<file path="src/rtl/uart_tx_if.sv">
// uart_tx_if -- byte-in / serial-out handshake bundle for uart_tx.
//   dt    : byte to transmit (sampled only when a request is accepted)
//   start : transmit request, level-sampled every cycle
//   TX    : serial line, idle high
//   busy  : high while a frame is in progress
//   done  : one-cycle pulse at frame end
// master = requester side, slave = the transmitter.
interface uart_tx_if;
    logic [7:0] dt;
    logic       start;
    logic       TX;
    logic       busy;
    logic       done;

    modport master (output dt, start, input TX, busy, done);
    modport slave  (input dt, start, output TX, busy, done);
endinterface

</file>
<file path="src/rtl/uart_tx.sv">
// uart_tx -- 8-bit UART transmitter, LSB first, 1 start bit, 1 stop bit.
// Build option: define UART_TX_PARITY_EN to insert an even-parity bit after
// data bit 7 (8E1). Without it the frame is 8N1.
// Ports:
//   CLOCK    : sole clock, rising edge
//   RESET_N  : asynchronous active-low reset
//   bus      : uart_tx_if.slave (dt, start in; TX, busy, done out)
// Parameter CLKS_PER_BIT: clock cycles per serial bit (2 .. 2^20-1).
module uart_tx #(
    parameter int CLKS_PER_BIT = 100
) (
    input  logic      CLOCK,
    input  logic      RESET_N,
    uart_tx_if.slave  bus
);
    localparam int            BW        = (CLKS_PER_BIT > 1) ? $clog2(CLKS_PER_BIT) : 1;
    localparam logic [BW-1:0] BAUD_LAST = BW'(CLKS_PER_BIT - 1);

`ifdef UART_TX_PARITY_EN
    typedef enum logic [2:0] {IDLE = 3'd0, START = 3'd1, DATA = 3'd2, STOP = 3'd3, PARITY = 3'd4} state_t;
`else
    typedef enum logic [2:0] {IDLE = 3'd0, START = 3'd1, DATA = 3'd2, STOP = 3'd3} state_t;
`endif

    state_t        state;
    logic [BW-1:0] baud;
    logic [2:0]    bit_idx;
    logic [7:0]    shreg;
    logic          tx_q;
    logic          busy_q;
    logic          done_q;
    logic          baud_end;
`ifdef UART_TX_PARITY_EN
    logic          par_q;     // even parity of the byte latched at accept
`endif

    assign baud_end = (baud == BAUD_LAST);
    assign bus.TX   = tx_q;
    assign bus.busy = busy_q;
    assign bus.done = done_q;

    always_ff @(posedge CLOCK or negedge RESET_N) begin
        if (!RESET_N) begin
            state   <= IDLE;
            tx_q    <= 1'b1;
            busy_q  <= 1'b0;
            done_q  <= 1'b0;
            baud    <= '0;
            bit_idx <= '0;
            shreg   <= '0;
`ifdef UART_TX_PARITY_EN
            par_q   <= 1'b0;
`endif
        end else begin
            done_q <= 1'b0;
            case (state)
                IDLE: begin
                    baud    <= '0;
                    bit_idx <= '0;
                    tx_q    <= 1'b1;
                    busy_q  <= 1'b0;
                    if (bus.start) begin
                        shreg  <= bus.dt;
`ifdef UART_TX_PARITY_EN
                        par_q  <= ^bus.dt;
`endif
                        state  <= START;
                        tx_q   <= 1'b0;
                        busy_q <= 1'b1;
                    end
                end
                START: begin
                    if (baud_end) begin
                        baud  <= '0;
                        state <= DATA;
                        tx_q  <= shreg[0];
                        shreg <= {1'b0, shreg[7:1]};
                    end else begin
                        baud <= baud + 1'b1;
                    end
                end
                DATA: begin
                    if (baud_end) begin
                        baud <= '0;
                        if (bit_idx == 3'd7) begin
`ifdef UART_TX_PARITY_EN
                            state <= PARITY;
                            tx_q  <= par_q;
`else
                            state <= STOP;
                            tx_q  <= 1'b1;
`endif
                        end else begin
                            bit_idx <= bit_idx + 3'd1;
                            tx_q    <= shreg[0];
                            shreg   <= {1'b0, shreg[7:1]};
                        end
                    end else begin
                        baud <= baud + 1'b1;
                    end
                end
`ifdef UART_TX_PARITY_EN
                PARITY: begin
                    if (baud_end) begin
                        baud  <= '0;
                        state <= STOP;
                        tx_q  <= 1'b1;
                    end else begin
                        baud <= baud + 1'b1;
                    end
                end
`endif
                STOP: begin
                    // start is deliberately not looked at here: the next
                    // request can only be taken from IDLE, after done.
                    if (baud_end) begin
                        baud   <= '0;
                        state  <= IDLE;
                        busy_q <= 1'b0;
                        done_q <= 1'b1;
                        tx_q   <= 1'b1;
                    end else begin
                        baud <= baud + 1'b1;
                    end
                end
                default: begin
                    state   <= IDLE;
                    tx_q    <= 1'b1;
                    busy_q  <= 1'b0;
                    baud    <= '0;
                    bit_idx <= '0;
                end
            endcase
        end
    end
endmodule

</file>
<file path="src/flat_wrapper.sv">
// flat-port wrapper written by rule: the top's interface ports become plain ports
module uart_tx_flat 
#(
    parameter int CLKS_PER_BIT = 100
)
  (CLOCK, RESET_N, bus_dt, bus_start, bus_TX, bus_busy, bus_done);
  uart_tx_if bus_i ();
  input  logic CLOCK;
  input  logic RESET_N;
  input wire logic [$bits(bus_i.dt)-1:0] bus_dt;
  input wire logic [$bits(bus_i.start)-1:0] bus_start;
  output wire logic [$bits(bus_i.TX)-1:0] bus_TX;
  output wire logic [$bits(bus_i.busy)-1:0] bus_busy;
  output wire logic [$bits(bus_i.done)-1:0] bus_done;
  assign bus_i.dt = bus_dt;
  assign bus_i.start = bus_start;
  assign bus_TX = bus_i.TX;
  assign bus_busy = bus_i.busy;
  assign bus_done = bus_i.done;
  uart_tx #(.CLKS_PER_BIT(CLKS_PER_BIT)) u_core (.CLOCK(CLOCK), .RESET_N(RESET_N), .bus(bus_i));
endmodule
</file>
<file path="config.mk">
export PLATFORM = sky130hd
export DESIGN_NAME = uart_tx_flat
export DESIGN_NICKNAME = d
export VERILOG_FILES = /design/src/rtl/uart_tx_if.sv /design/src/rtl/uart_tx.sv /design/src/flat_wrapper.sv
export SDC_FILE = /design/constraint.sdc
export NUM_CORES = 1
export LEC_CHECK = 0
export ABC_CLOCK_PERIOD_IN_PS = 2500
export BUFFER_PORTS_ARGS = -buffer_cell sky130_fd_sc_hd__buf_2
export CORE_MARGIN = 2
export CORE_UTILIZATION = 45
export DETAILED_ROUTE_END_ITERATION = 16
export GPL_TIMING_DRIVEN = 0
export SLEW_MARGIN = 40
export SYNTH_ARGS = -nofsm -noshare
export SYNTH_HDL_FRONTEND = slang
export SYNTH_SLANG_ARGS = --single-unit
</file>
<file path="constraint.sdc">
create_clock -name CLOCK -period 2.5 [get_ports CLOCK]
set_input_delay 0 -clock CLOCK [delete_from_list [all_inputs] [get_ports CLOCK]]
set_output_delay 0 -clock CLOCK [all_outputs]
set_load 0.05 [all_outputs]
</file>
==> impl.org <==
** Status
- Outcome :: completed

** Pwr
- The share of total power dissipated in combinational logic is 0.049.
- Worst IR Drop VDD :: 0.258 mV
- Net switching power :: 0.126 mW
- Of the total power, the share spent switching nets is 0.216.
- Clock network power share :: 0.297
- Internal power contribution :: 0.457 mW
- In this run the power density over the cells is 412 nW/µm².
- The share of total power dissipated in sequential elements is 0.654.
- Reported leakage power :: 0.648 nW

** Clock network
- Clock insertion delay at the later pin of the skew report :: 0.31 ns
- After clock tree synthesis, the setup repair step added 0 buffers.
- Clock tree from TritonCTS :: yes
- TritonCTS created 3 clock buffers.
- Clk sinks :: 23
- Deepest clock path buffer count :: 2
- Number of hold-repair buffers added at the cts stage :: 2
- Gates resized during post-CTS repair numbered 0.
- CTS H-tree lvls :: 1
- Root Driver :: clkbuf_4
- Clock-pin slew was measured on the worst setup and hold paths at 0.12 ns.

** Logic synthesis
- Each instance of the synthesized netlist takes up on average 11.2 µm².
- Library cells used by synthesis :: 32
- Largest cells by area after synthesis :: dfrtp_1 (43%), mux2_2 (13%), ha_1 (7.9%)
- The cell count after synthesis came out at 113.
- Yosys warning count :: 0
- Total of flip-flops plus latches after synthesis :: 23
- For this run, the register share of the synthesized area comes to 0.455.
- The share of synthesized area in the top cell type comes to 0.434.
- The number of nets handed over by synthesis was 132.
- Of all cell types, the one taking the most synthesized area is dfrtp_1.
- Total standard cell area after synthesis :: 1270 µm²

** Cells and area
- At the end of the flow, the number of nets in the layout was 152.
- Fraction of layout instances using a drive strength above 1 :: 0.295
- Antenna diode instance count :: 0
- The finished cells cover 1420 µm².
- Area Overhead vs Synth :: 11.8%
- The layout has 260 filler cells.

** Critical path
- By startpoint and endpoint, the worst setup path is classified as register to register.
- CP bufs+invs :: 2
- Dominant delay contributor by cell family on the critical path :: simple AND/OR/NAND/NOR gates
- Longest individual stage delay on the worst path :: 0.42 ns
- The critical path goes through inv_1 -> ha_1 -> clkbuf_1 -> nor2b_1 -> or2_2 -> a21oi_4 -> mux2_2.
- STA classifies the critical path startpoint as a register.
- Among all stages on the critical path, the largest delay is contributed by dfrtp_1.
- Worst EP arrival :: 2.40 ns
- Critical Path Sink Type :: register
- Maximum fanout along the worst path :: 10
- At the worst endpoint, the required time is 2.71 ns.

** Global route
- The number of global-route vias before repair was 909.
- Maximum number of pins on one net before global-route repair :: 24
- Number of antenna violations at the first check in global routing :: 0
- Global-route wire length before repair :: 3840 µm
- In the global route stage, overall resource usage came out at 0.150.
- Global route total overflow :: 0

** Timing
- Setup repair after global routing left no endpoint under its margin.
- At the pin with the least slew margin, the transition time is 0.508 ns.
- Accumulated negative setup slack :: 0 ns
- The number of hold violations in the final report is 0.
- Post-route clock skew :: 0.00136 ns
- Hold Slack :: 0.0181 ns
- Setup violations remaining at the end of the flow were counted as 0.
- Headroom to the max-slew limit came out at 0.661.
- The count of pins over their slew limit was 0.
- Final Cycle Share :: 0.878
- Maximum operating frequency :: 456 MHz
- The routed design could run at a clock period as short as 2.19 ns.

** Placed design
- Post-DP HPWL :: 1640 µm
- At the end of routability-driven placement, the weighted congestion stood at 0.776.
- Port Buf Inserts :: 13
- Post-DP Area :: 1370 µm²

** Drt
- Post-DR wirelength/cell :: 13.4 µm
- In this run, the number of DRC markers left after iteration 0 of detailed routing was 21.
- First-pass DRT Iterations :: 4
- ANT nets after route :: 0
- The detailed router placed 898 vias in this run.
- Using the TritonRoute via totals, the vias-per-cell ratio works out to 5.51.
- Wire length reported by the detailed router :: 2180 µm
- In the routed design, unresolved DRC markers number 0.

** Floorplanning
- In this run the standard cell core region covers 2710 µm².
- IO Count :: 14
- Measured along the y axis, the die boundary spans 57.1 µm.
- The floorplan step defined a die boundary enclosing 3260 µm².
- Initial core utilization :: 0.468
- The floorplan has 19 rows.
- The die is 57.1 µm wide.

** Hold path
- In this run the worst hold path is classified as primary input to register.

** Job
- Max capacitance violation total :: 0
[layer usage]
layer  GRT usage  routed length, µm
met3      0.0204                 57
met1       0.186                979
met5           0                  0
met2       0.264               1110
met4      0.0598                 28
[cells in the final DEF (no fill, tap or decap), types with 3 or more instances in the layout]
cell	Yosys	layout
nor3_1	7	7
a21oi_1	3	3
ha_1	8	8
nor2b_1	3	3
xnor2_1	3	3
inv_1	4	4
nor2_1	5	5
nand4_1	3	3
clkbuf_4	0	3
dfrtp_1	22	22
nand3_1	8	8
o21ai_0	4	4
mux2_2	15	15
buf_2	2	15
nand2_1	3	3
[logic make-up (layout without fill, tap and decap cells)]
family	after synthesis	in the layout	share of synthesized area
AOI/OAI and AO/OA	12	12	0.0671
and+or+nand+nor	39	39	0.181
buffers and inverters	8	27	0.0257
adders and majority gates	8	8	0.0790
DFF	23	23	0.455
muxes	18	18	0.158
xor gates and xnor gates	5	5	0.0346
[area by class of cell]
class                      instances  area, µm²  share of cell area
sequential                        23        577               0.407
timing repair buffer              15       85.1              0.0600
clock buffer                       4       26.3              0.0185
tap                               31       38.8              0.0274
buffer                             4       17.5              0.0124
multi-input combinational         82        658               0.464
inverter                           4       15.0              0.0106
[registers in the layout, indices dropped and copies added, names as in the netlist]
register         count
u_core.state         2
u_core.bus.done      1
u_core.baud          7
u_core.bit_idx       3
u_core.bus.busy      1
u_core.shreg         8
u_core.bus.TX        1
[path summary, 6_finish.rpt]
| path | cells after the start | slack [ns] | end | start |
|---|---|---|---|---|
| max | 7 | 0.31 | u_core.shreg[6] | u_core.state[0] |
| min | 3 | 0.02 | u_core.shreg[7] | bus_dt[7] |
| max reg2reg | 7 | 0.31 | u_core.shreg[6] | u_core.state[0] |
| min reg2reg | 1 | 0.48 | u_core.baud[0] | u_core.baud[0] |
| max in group asynchronous | 2 | 1.96 | u_core.bus.TX | RESET_N |
| min in group asynchronous | 2 | 0.18 | u_core.baud[4] | RESET_N |
[power by group through the flow]
stage	Combinational (mW)	Clock, mW	Sequential [mW]
after floorplan	0.0112	0	0.388
after global placement	0.0261	0	0.388
after detailed placement	0.0271	0	0.389
after CTS	0.0298	0.180	0.382
after global routing	0.0327	0.192	0.383
final	0.0287	0.173	0.381
[worst reg2reg max path: stages (launching register included)]
cell and delay (ns):
dfrtp_1 0.42, inv_1 0.10, ha_1 0.19, clkbuf_1 0.22, nor2b_1 0.20, or2_2 0.32, a21oi_4 0.27, mux2_2 0.38
[stage by stage]
| stage | utilization | instances | setup WS, ns | power (mW) |
|---|---|---|---|---|
| finish | 0.523 | 163 | 0.306 | 0.583 |
| global route | 0.523 | 163 | 0.152 | 0.608 |
| CTS | 0.523 | 163 | 0.266 | 0.592 |
| detailed placement | 0.506 | 157 | 0.278 | 0.416 |
| global placement | 0.506 | 157 | 0.345 | 0.414 |
| floorplan | - | 113 | 0.532 | 0.399 |
[synth_stat cells]
| library cell | number |
|---|---|
| a211oi_1 | 1 |
| a21oi_1 | 3 |
| a21oi_2 | 1 |
| a21oi_4 | 1 |
| a32oi_1 | 1 |
| and2_1 | 2 |
| and3_1 | 2 |
| and3b_1 | 2 |
| buf_1 | 1 |
| buf_2 | 2 |
| clkbuf_1 | 1 |
| dfrtp_1 | 22 |
| dfstp_2 | 1 |
| ha_1 | 8 |
| inv_1 | 4 |
| mux2_1 | 1 |
| mux2_2 | 15 |
| mux2i_1 | 2 |
| nand2_1 | 3 |
| nand2_2 | 1 |
| nand3_1 | 8 |
| nand4_1 | 3 |
| nor2_1 | 5 |
| nor2b_1 | 3 |
| nor3_1 | 7 |
| nor3b_1 | 1 |
| nor4b_4 | 1 |
| o21ai_0 | 4 |
| o311ai_0 | 1 |
| or2_2 | 1 |
| xnor2_1 | 3 |
| xor2_1 | 2 |
Power figures use the tool's default switching activity.
